`src/rtl/cache_mem_arbiter_pkg.sv`:
```
// Shared types and line geometry for the I/D-cache to physical memory arbiter.
// The caches import the same constants so line geometry stays consistent.
package arb_types;
  localparam int ADDR_WIDTH  = 32;
  localparam int LINE_WIDTH  = 256;
  localparam int OFFSET_BITS = 5;

  typedef enum logic [1:0] {
    IDLE  = 2'd0,
    MEM_I = 2'd1,
    MEM_D = 2'd2,
    RESP  = 2'd3
  } arb_state_t;

  typedef enum logic {
    ICACHE = 1'b0,
    DCACHE = 1'b1
  } client_t;
endpackage

```
`src/rtl/cache_mem_arbiter_if.sv`:
```
// Bundles the I-cache, D-cache and physical memory signals of the arbiter.
// The slave modport is the arbiter; the master modport is the surrounding caches and memory.
interface cache_mem_arbiter_if #(
  parameter int ADDR_WIDTH = arb_types::ADDR_WIDTH,
  parameter int LINE_WIDTH = arb_types::LINE_WIDTH
);
  logic                  i_read;
  logic [ADDR_WIDTH-1:0] i_address;
  logic                  i_resp;
  logic [LINE_WIDTH-1:0] i_rdata;
  logic                  d_read;
  logic                  d_write;
  logic [ADDR_WIDTH-1:0] d_address;
  logic [LINE_WIDTH-1:0] d_wdata;
  logic                  d_resp;
  logic [LINE_WIDTH-1:0] d_rdata;
  logic                  pmem_read;
  logic                  pmem_write;
  logic [ADDR_WIDTH-1:0] pmem_address;
  logic [LINE_WIDTH-1:0] pmem_wdata;
  logic                  pmem_resp;
  logic [LINE_WIDTH-1:0] pmem_rdata;

  modport slave (
    input  i_read, i_address, d_read, d_write, d_address, d_wdata, pmem_resp, pmem_rdata,
    output i_resp, i_rdata, d_resp, d_rdata, pmem_read, pmem_write, pmem_address, pmem_wdata
  );

  modport master (
    output i_read, i_address, d_read, d_write, d_address, d_wdata, pmem_resp, pmem_rdata,
    input  i_resp, i_rdata, d_resp, d_rdata, pmem_read, pmem_write, pmem_address, pmem_wdata
  );
endinterface

```
`src/rtl/cache_mem_arbiter_ctrl.sv`:
```
// Arbiter FSM with round-robin pointer. load_req/grant latch a request in IDLE,
// pmem_active holds the strobe, resp_sel ({d,i}) marks the edge that captures read data.
module cache_mem_arbiter_ctrl
  import arb_types::*;
(
  input  logic       clk,
  input  logic       rst_n,
  input  logic       i_req,
  input  logic       d_req,
  input  logic       pmem_resp,
  output client_t    grant,
  output logic       load_req,
  output logic       pmem_active,
  output logic [1:0] resp_sel
);
  arb_state_t state_q, state_d;
  client_t    last_grant_q, last_grant_d;

  always_ff @(posedge clk) begin
    if (!rst_n) begin
      state_q      <= IDLE;
      last_grant_q <= ICACHE;
    end else begin
      state_q      <= state_d;
      last_grant_q <= last_grant_d;
    end
  end

  always_comb begin
    state_d      = state_q;
    last_grant_d = last_grant_q;
    grant        = ICACHE;
    load_req     = 1'b0;
    pmem_active  = 1'b0;
    resp_sel     = 2'b00;
    unique case (state_q)
      IDLE: begin
        if (i_req || d_req) begin
          // On a tie the client that did not win last time goes first.
          if (i_req && d_req) grant = (last_grant_q == ICACHE) ? DCACHE : ICACHE;
          else if (d_req)     grant = DCACHE;
          else                grant = ICACHE;
          load_req     = 1'b1;
          last_grant_d = grant;
          state_d      = (grant == DCACHE) ? MEM_D : MEM_I;
        end
      end
      MEM_I: begin
        if (pmem_resp) begin
          resp_sel = 2'b01;
          state_d  = RESP;
        end else begin
          pmem_active = 1'b1;
        end
      end
      MEM_D: begin
        if (pmem_resp) begin
          resp_sel = 2'b10;
          state_d  = RESP;
        end else begin
          pmem_active = 1'b1;
        end
      end
      RESP:    state_d = IDLE;
      default: state_d = IDLE;
    endcase
  end
endmodule

```
`src/rtl/cache_mem_arbiter.sv`:
```
// Serialises I-cache reads and D-cache reads/write-backs onto one line-wide memory port.
// Memory-side outputs and client responses are all registered.
module cache_mem_arbiter
  import arb_types::*;
#(
  parameter int ADDR_WIDTH  = arb_types::ADDR_WIDTH,
  parameter int LINE_WIDTH  = arb_types::LINE_WIDTH,
  parameter int OFFSET_BITS = arb_types::OFFSET_BITS
) (
  input logic                clk,
  input logic                rst_n,
  cache_mem_arbiter_if.slave bus
);
  client_t    grant;
  logic       load_req, pmem_active;
  logic [1:0] resp_sel;
  logic       is_write;

  logic                  pmem_read_q, pmem_read_d;
  logic                  pmem_write_q, pmem_write_d;
  logic [ADDR_WIDTH-1:0] pmem_address_q, pmem_address_d;
  logic [LINE_WIDTH-1:0] pmem_wdata_q, pmem_wdata_d;
  logic                  i_resp_q, i_resp_d, d_resp_q, d_resp_d;
  logic [LINE_WIDTH-1:0] i_rdata_q, i_rdata_d, d_rdata_q, d_rdata_d;

  cache_mem_arbiter_ctrl u_ctrl (
    .clk         (clk),
    .rst_n       (rst_n),
    .i_req       (bus.i_read),
    .d_req       (bus.d_read | bus.d_write),
    .pmem_resp   (bus.pmem_resp),
    .grant       (grant),
    .load_req    (load_req),
    .pmem_active (pmem_active),
    .resp_sel    (resp_sel)
  );

  always_comb begin
    pmem_read_d    = 1'b0;
    pmem_write_d   = 1'b0;
    pmem_address_d = pmem_address_q;
    pmem_wdata_d   = pmem_wdata_q;
    is_write       = 1'b0;
    if (load_req) begin
      // d_read together with d_write is illegal; the write wins.
      is_write       = (grant == DCACHE) && bus.d_write;
      pmem_address_d = (grant == DCACHE)
                       ? {bus.d_address[ADDR_WIDTH-1:OFFSET_BITS], OFFSET_BITS'(0)}
                       : {bus.i_address[ADDR_WIDTH-1:OFFSET_BITS], OFFSET_BITS'(0)};
      pmem_wdata_d   = bus.d_wdata;
      pmem_read_d    = !is_write;
      pmem_write_d   = is_write;
    end else if (pmem_active) begin
      pmem_read_d  = pmem_read_q;
      pmem_write_d = pmem_write_q;
    end
    i_resp_d  = resp_sel[0];
    d_resp_d  = resp_sel[1];
    i_rdata_d = resp_sel[0] ? bus.pmem_rdata : i_rdata_q;
    d_rdata_d = resp_sel[1] ? bus.pmem_rdata : d_rdata_q;
  end

  always_ff @(posedge clk) begin
    if (!rst_n) begin
      pmem_read_q    <= 1'b0;
      pmem_write_q   <= 1'b0;
      pmem_address_q <= '0;
      pmem_wdata_q   <= '0;
      i_resp_q       <= 1'b0;
      d_resp_q       <= 1'b0;
      i_rdata_q      <= '0;
      d_rdata_q      <= '0;
    end else begin
      pmem_read_q    <= pmem_read_d;
      pmem_write_q   <= pmem_write_d;
      pmem_address_q <= pmem_address_d;
      pmem_wdata_q   <= pmem_wdata_d;
      i_resp_q       <= i_resp_d;
      d_resp_q       <= d_resp_d;
      i_rdata_q      <= i_rdata_d;
      d_rdata_q      <= d_rdata_d;
    end
  end

  assign bus.pmem_read    = pmem_read_q;
  assign bus.pmem_write   = pmem_write_q;
  assign bus.pmem_address = pmem_address_q;
  assign bus.pmem_wdata   = pmem_wdata_q;
  assign bus.i_resp       = i_resp_q;
  assign bus.d_resp       = d_resp_q;
  assign bus.i_rdata      = i_rdata_q;
  assign bus.d_rdata      = d_rdata_q;

  a_no_read_write: assert property (@(posedge clk) disable iff (!rst_n)
    !(load_req && grant == DCACHE && bus.d_read && bus.d_write));
endmodule
```
`src/flat_wrapper.sv`:
```
// flat-port wrapper written by rule: the top's interface ports become plain ports
module cache_mem_arbiter_flat import arb_types::*;
#(
  parameter int ADDR_WIDTH  = arb_types::ADDR_WIDTH,
  parameter int LINE_WIDTH  = arb_types::LINE_WIDTH,
  parameter int OFFSET_BITS = arb_types::OFFSET_BITS
)
  (clk, rst_n, bus_i_read, bus_i_address, bus_d_read, bus_d_write, bus_d_address, bus_d_wdata, bus_pmem_resp, bus_pmem_rdata, bus_i_resp, bus_i_rdata, bus_d_resp, bus_d_rdata, bus_pmem_read, bus_pmem_write, bus_pmem_address, bus_pmem_wdata);
  cache_mem_arbiter_if #(.ADDR_WIDTH(ADDR_WIDTH), .LINE_WIDTH(LINE_WIDTH)) bus_i ();
  input logic clk;
  input logic rst_n;
  input wire logic [$bits(bus_i.i_read)-1:0] bus_i_read;
  input wire logic [$bits(bus_i.i_address)-1:0] bus_i_address;
  input wire logic [$bits(bus_i.d_read)-1:0] bus_d_read;
  input wire logic [$bits(bus_i.d_write)-1:0] bus_d_write;
  input wire logic [$bits(bus_i.d_address)-1:0] bus_d_address;
  input wire logic [$bits(bus_i.d_wdata)-1:0] bus_d_wdata;
  input wire logic [$bits(bus_i.pmem_resp)-1:0] bus_pmem_resp;
  input wire logic [$bits(bus_i.pmem_rdata)-1:0] bus_pmem_rdata;
  output wire logic [$bits(bus_i.i_resp)-1:0] bus_i_resp;
  output wire logic [$bits(bus_i.i_rdata)-1:0] bus_i_rdata;
  output wire logic [$bits(bus_i.d_resp)-1:0] bus_d_resp;
  output wire logic [$bits(bus_i.d_rdata)-1:0] bus_d_rdata;
  output wire logic [$bits(bus_i.pmem_read)-1:0] bus_pmem_read;
  output wire logic [$bits(bus_i.pmem_write)-1:0] bus_pmem_write;
  output wire logic [$bits(bus_i.pmem_address)-1:0] bus_pmem_address;
  output wire logic [$bits(bus_i.pmem_wdata)-1:0] bus_pmem_wdata;
  assign bus_i.i_read = bus_i_read;
  assign bus_i.i_address = bus_i_address;
  assign bus_i.d_read = bus_d_read;
  assign bus_i.d_write = bus_d_write;
  assign bus_i.d_address = bus_d_address;
  assign bus_i.d_wdata = bus_d_wdata;
  assign bus_i.pmem_resp = bus_pmem_resp;
  assign bus_i.pmem_rdata = bus_pmem_rdata;
  assign bus_i_resp = bus_i.i_resp;
  assign bus_i_rdata = bus_i.i_rdata;
  assign bus_d_resp = bus_i.d_resp;
  assign bus_d_rdata = bus_i.d_rdata;
  assign bus_pmem_read = bus_i.pmem_read;
  assign bus_pmem_write = bus_i.pmem_write;
  assign bus_pmem_address = bus_i.pmem_address;
  assign bus_pmem_wdata = bus_i.pmem_wdata;
  cache_mem_arbiter #(.ADDR_WIDTH(ADDR_WIDTH), .LINE_WIDTH(LINE_WIDTH), .OFFSET_BITS(OFFSET_BITS)) u_core (.clk(clk), .rst_n(rst_n), .bus(bus_i));
endmodule
```
`config.mk`:
```
export PLATFORM = sky130hd
export DESIGN_NAME = cache_mem_arbiter_flat
export DESIGN_NICKNAME = d
export VERILOG_FILES = /design/src/rtl/cache_mem_arbiter_pkg.sv /design/src/rtl/cache_mem_arbiter_if.sv /design/src/rtl/cache_mem_arbiter_ctrl.sv /design/src/rtl/cache_mem_arbiter.sv /design/src/flat_wrapper.sv
export SDC_FILE = /design/constraint.sdc
export NUM_CORES = 2
export LEC_CHECK = 0
export BUFFER_PORTS_ARGS = -buffer_cell sky130_fd_sc_hd__buf_4
export CORE_AREA = 2 2 546 548
export DETAILED_ROUTE_END_ITERATION = 12
export DIE_AREA = 0 0 548 550
export HOLD_SLACK_MARGIN = 0.1
export MAX_ROUTING_LAYER = met4
export SKIP_CTS_REPAIR_TIMING = 1
export SLEW_MARGIN = 20
export SYNTH_ARGS = -nofsm -noshare
export SYNTH_HDL_FRONTEND = slang
export SYNTH_SLANG_ARGS = --single-unit
export TNS_END_PERCENT = 10
```
`constraint.sdc`:
```
create_clock -name clk -period 2.4 [get_ports clk]
set_input_delay 0.12 -clock clk [delete_from_list [all_inputs] [get_ports clk]]
set_output_delay 0.12 -clock clk [all_outputs]
set_load 0.005 [all_outputs]
```
== Yosys cells after proc, flatten, opt, wreduce, memory -nomap -nowiden ==
Index checks and enable logic that the tools add are counted.
Word-level totals
  bits in registers: 807
  input port bits: 582
  output and inout port bits: 804
  logic and storage cells: 47
Cells by class
  equality and inequality tests: 6
  multiplexer cells: 22
  bitwise logic cells: 1
  reduce and logical (&&, ||, !) cells: 8
Operator list (number)
  32-bit 2-to-1 mux: 1
  1-bit 2-to-1 mux: 15
  2-bit 2-to-1 mux: 4
  2-bit one-hot mux with 3 select lines: 1
  2-bit == test, second input constant: 2
  2-bit by 1-bit != test with 1-bit output, second input constant: 2
  2-bit one-hot mux with 2 select lines: 1
  2-bit AND reduction: 2
  2-bit by 1-bit == test with 1-bit output, second input constant: 1
  1-bit logical AND: 2
  2-bit logical NOT: 1
  2-bit != test, second input constant: 1
  2-bit OR reduction: 1
  1-bit logical NOT: 1
  1-bit logical OR: 1
  1-bit OR: 1

== Logic depth before layout (Yosys ltp) ==
  word-level depth: 10
  mapped depth: 9
  depth with buffers taken out: 5

== Hierarchy ==
A second synthesis with hierarchy kept.
Unflattened totals
  cells, all modules: 2645
  area total of the unflattened synthesis: 30732.0 µm²
By module, submodules not included
  cache_mem_arbiter: instances 1, cells an instance 2616, area an instance 30473.0 µm², seq. area each 15995.3 µm²
  cache_mem_arbiter_ctrl: instances 1, cells an instance 29, area an instance 259.0 µm², seq. area each 60.1 µm²

== Least setup slack after synthesis ==
Ideal clock, no wire load.
  path kind: reg-to-reg
  start: register u_core.u_ctrl.state_q[0]
  end: register u_core.pmem_address_q[23], in the netlist u_core.bus.pmem_address[23]
  library setup time: 116 ps
  data arrival time: 1551 ps
  data required time: 2284 ps
  setup slack: 733 ps
  stages on the path, launching flop included: 9
  buffers on the path: 3
  period minus slack after synthesis: 1667 ps
  path through: dfxtp_1 -> inv_1 -> ha_1 -> buf_4 -> a21bo_2 -> buf_2 -> buf_6 -> o32a_1 -> o211a_1
Between the ends
  cells in the longest elaborated chain, start to end: 3
  elaborated cells on any way between the ends: 4
Ends and longest elaborated chain
  start, declared: RTL line cache_mem_arbiter_ctrl.sv:16  | arb_state_t state_q, state_d;
  start signal, assigned: RTL line cache_mem_arbiter_ctrl.sv:24  | state_q <= state_d;
  2-bit logical NOT *: RTL line cache_mem_arbiter_ctrl.sv:36  | unique case (state_q)
  1-bit 2-to-1 mux: RTL line cache_mem_arbiter_ctrl.sv:36
  32-bit 2-to-1 mux: RTL line cache_mem_arbiter.sv:48  | ? {bus.d_address[ADDR_WIDTH-1:OFFSET_BITS], OFFSET_BITS'(0)}
  end signal, assigned: RTL line cache_mem_arbiter.sv:76  | pmem_address_q <= pmem_address_d;
  end, declared: RTL line cache_mem_arbiter.sv:21  | logic [ADDR_WIDTH-1:0] pmem_address_q, pmem_address_d;
Every way passes the cells marked *; elsewhere a longest branch is shown, timed or not.
A chain may end at the register's enable or synchronous reset.

== Worst setup path after layout ==
  start: register u_core.u_ctrl.state_q[0]
  end: register u_core.pmem_wdata_q[248], in the netlist u_core.bus.pmem_wdata[248]
Between the ends
  cells in the longest elaborated chain, start to end: 2
Ends and longest elaborated chain
  2-bit logical NOT: RTL line cache_mem_arbiter_ctrl.sv:36
  1-bit 2-to-1 mux: RTL line cache_mem_arbiter_ctrl.sv:36
  end signal, assigned: RTL line cache_mem_arbiter.sv:77  | pmem_wdata_q <= pmem_wdata_d;
  end, declared: RTL line cache_mem_arbiter.sv:22  | logic [LINE_WIDTH-1:0] pmem_wdata_q, pmem_wdata_d;
No other way between the ends.

==> insert_results.sql <==
INSERT INTO impl_metrics (metric_group, metric, value, unit) VALUES
('timing', 'final_critical_path_setup_slack', '0.02490', 'ns'),
('critical_path', 'crit_fanout', '97', ''),
('yosys', 'async_flop_share', '0', '%'),
('route', 'firstDrtPassIters', '6', ''),
('yosys', 'post_synth_fa_ha_maj_area_fraction', '0.1319', '%'),
('route', 'wire_per_inst', '24.66', 'um'),
('yosys', 'yosysMostFrequentCell', 'nand2_1', ''),
('critical_path', 'critPathLaunchType', 'register', ''),
('yosys', 'netlist_instances', '3474', ''),
('clocking', 'h_tree_depth', '3', ''),
('clocking', 'ctsRootBufferMaster', 'clkbuf_16', ''),
('power', 'power.total', '49.42', 'mW'),
('die', 'floorplan.die.height', '550', 'um'),
('power', 'total_switching_power', '17.90', 'mW'),
('outcome', 'outcome', 'completed', ''),
('clocking', 'cts_made_buffers', '99', ''),
('timing', 'maxClockFrequency', '421.0', 'MHz'),
('yosys', 'yosys_register_bits', '802', ''),
('yosys', 'synth-main-ff-cell', 'dfxtp_1', ''),
('final_layout', 'syn2layout_area_growth', '91.87', '%'),
('timing', 'max_slew_margin', '32.22', '%'),
('power', 'clock_share_of_power', '31.8', '%'),
('critical_path', 'cpPeakStageDelay', '0.58', 'ns'),
('global_route', 'grt_max_degree', '98', ''),
('yosys', 'number_of_enable_type_register_cells_in_the_synthesized_netlist', '0', ''),
('power', 'power.density', '905.4', 'mW/mm^2'),
('die', 'ioPinCount', '1386', ''),
('yosys', 'synthSimpleGateAreaFrac', '21.28', '%'),
('critical_path', 'arrival_time_worst_endpoint', '3.10', 'ns'),
('clocking', 'cts_tree', 'built', ''),
('final_layout', 'postLayoutCoreUtil', '18.47', '%'),
('yosys', 'synth_top_family_by_area', 'simple AND/OR/NAND/NOR gates', ''),
('yosys', 'netlist.top_cell.by_area', 'dfxtp_1', ''),
('clocking', 'clock_sinks', '802', ''),
('yosys', 'synth_top_cell_area_share', '56.44', '%'),
('die', 'floorplan.initialDensity', '9.626', '%'),
('power', 'seqPwrFrac', '33.4', '%'),
('die', 'die_width', '548', 'um'),
('clocking', 'path_clk_slew', '0.06', 'ns'),
('clocking', 'clock_path_buffers', '4', ''),
('critical_path', 'crit_start', 'u_core.u_ctrl.state_q[0]', ''),
('worst_hold_path', 'hold_path.class', 'in2reg', ''),
('critical_path', 'ff2ff_setup_slack', '0.02', 'ns'),
('placed_design', 'dpl.cell_count', '8639', ''),
('power', 'vdd_drop_max', '0.8336', 'mV'),
('timing', 'finalSetupViolations', '0', ''),
('route', 'initialDrtViolationCount', '2470', ''),
('yosys', 'ys_warn_count', '0', ''),
('final_layout', 'drive_above_1_share', '33.06', '%'),
('placed_design', 'pre_cts_ws', '0.3192', 'ns'),
('yosys', 'synth_commonest_cells', '1448 x nand2_1, 802 x dfxtp_1, 676 x a21oi_1', ''),
('yosys', 'synth_top_area_cells', 'dfxtp_1 56%, nand2_1 19%, a21oi_1 12%', ''),
('yosys', 'yosys-mux-area-fraction', '0.03518', '%'),
('power', 'switching_share', '36.22', '%'),
('die', 'core-area', '0.2955', 'mm^2'),
('flow_run', 'maximum_capacitance_violations', '0', ''),
('power', 'total_leakage_power', '21.95', 'nW'),
('final_layout', 'layout.nets', '6093', ''),
('final_layout', 'finish.cell_count_without_fillers', '9666', ''),
('timing', 'timing.final.crit_period', '2.375', 'ns'),
('timing', 'fin_tns_setup', '0', 'ns'),
('critical_path', 'r2r_cells', '8', ''),
('timing', 'worstMarginPinSlew', '1.017', 'ns'),
('critical_path', 'timing.critical_path.cells', 'inv_1, ha_1, buf_4, o31ai_4, buf_12, nand2_1, a21oi_1, dlygate4sd3_1', ''),
('global_route', 'number_of_antenna_violations_at_the_first_check_in_global_routing', '191', ''),
('route', 'route.final.wire_length', '238400', 'um'),
('global_route', 'first_global_vias', '27940', ''),
('yosys', 'post_synth_xor_area_fraction', '0', '%'),
('critical_path', 'endpoint', 'u_core.bus.pmem_wdata[248]', ''),
('yosys', 'synth-compound-area-share', '17.07', '%'),
('yosys', 'post_synth.cell_area_avg', '8.189', 'um^2');
-- routing by layer --
| metal | GRT usage [%] | vias up | routed length, um |
|---|---|---|---|
| li1 | - | 15560 | - |
| met5 | - | - | 0 |
| met3 | 10.72 | 388 | 36030 |
| met2 | 21.24 | 1709 | 97400 |
| met1 | 16.83 | 15620 | 96310 |
| met4 | 4.852 | 0 | 8619 |
-- cell families after synthesis --
| logic type | Yosys count |
|---|---|
| other | 1 |
| adders and majority gates | 3 |
| and+or+nand+nor | 1549 |
| muxes | 1 |
| buffers and inverters | 282 |
| DFF | 802 |
| AOI/OAI and AO/OA | 836 |
-- power groups by stage --
stage | registers (mW) | logic (mW) | clock network (mW)
6_report | 16.5 | 17.2 | 15.7
4_1_cts | 16.5 | 15.7 | 16.1
5_1_grt | 16.7 | 18.5 | 16.5
3_3_place_gp | 16.7 | 15.7 | 0
2_1_floorplan | 16.8 | 6.59 | 0
3_5_place_dp | 16.8 | 15.7 | 0
-- registers in the layout, summed over array words and instances (netlist names) --
name and count:
u_core.bus.i_rdata 256, u_core.bus.pmem_wdata 256, u_core.bus.d_resp 1, u_core.bus.i_resp 1
u_core.bus.d_rdata 256, u_core.bus.pmem_write 1, u_core.u_ctrl.state_q 2, u_core.bus.pmem_address 27
u_core.u_ctrl.last_grant_q 1, u_core.bus.pmem_read 1
-- how the worst min path moves through the flow --
stage,startpoint,endpoint,cells past startpoint
floorplan,bus_pmem_rdata[0],u_core.bus.d_rdata[0],2
global placement,bus_i_address[25],u_core.bus.pmem_address[25],2
detailed placement,bus_i_address[12],u_core.bus.pmem_address[12],2
CTS,bus_d_wdata[7],u_core.bus.pmem_wdata[7],3
global route,bus_pmem_rdata[223],u_core.bus.i_rdata[223],4
finish,bus_pmem_rdata[223],u_core.bus.i_rdata[223],4
-- cell usage in the layout, fill, tap and decap left out, types with 5 or more instances in the layout --
| cell type | instances |
|---|---|
| a21oi_1 | 676 |
| a21oi_2 | 93 |
| buf_12 | 43 |
| buf_4 | 1456 |
| bufinv_16 | 8 |
| clkbuf_1 | 20 |
| clkbuf_16 | 99 |
| clkbuf_8 | 23 |
| clkinv_2 | 7 |
| conb_1 | 5 |
| dfxtp_1 | 802 |
| diode_2 | 149 |
| dlygate4sd3_1 | 707 |
| inv_6 | 6 |
| nand2_1 | 1447 |
| nand2_2 | 90 |
| o211a_1 | 27 |
| o32a_1 | 27 |
-- critical path: cells and delay by family (launching register included) --
| kind | cells | cell delay [ns] |
|---|---|---|
| flip-flops | 1 | 0.36 |
| buffers and inverters | 4 | 1.29 |
| adder cells (fa/ha/maj) | 1 | 0.24 |
| AND/OR/NAND/NOR | 1 | 0.12 |
| AO/OA/AOI/OAI | 2 | 0.27 |
-- stage by stage --
step	hold WS (ns)	instance area (um^2)
4_1_cts	-0.5688	47140
3_5_place_dp	0.3659	43820
2_1_floorplan	0.2560	28460
3_3_place_gp	0.3609	43820
5_1_grt	0.08886	54560
6_report	0.1068	54580
-- area by class of cell --
type                            count  area (um^2)
Fill cell                       33030       240900
Sequential cell                   802        16060
Clock buffer                      142         2869
Antenna cell                      149        372.9
Tap cell                         3939         4928
Inverter                            5        26.28
Clock inverter                     29        449.2
Multi-Input combinational cell   2394        11020
Timing Repair Buffer             2206        18870
Note: power is estimated with default switching activity, not from simulation.
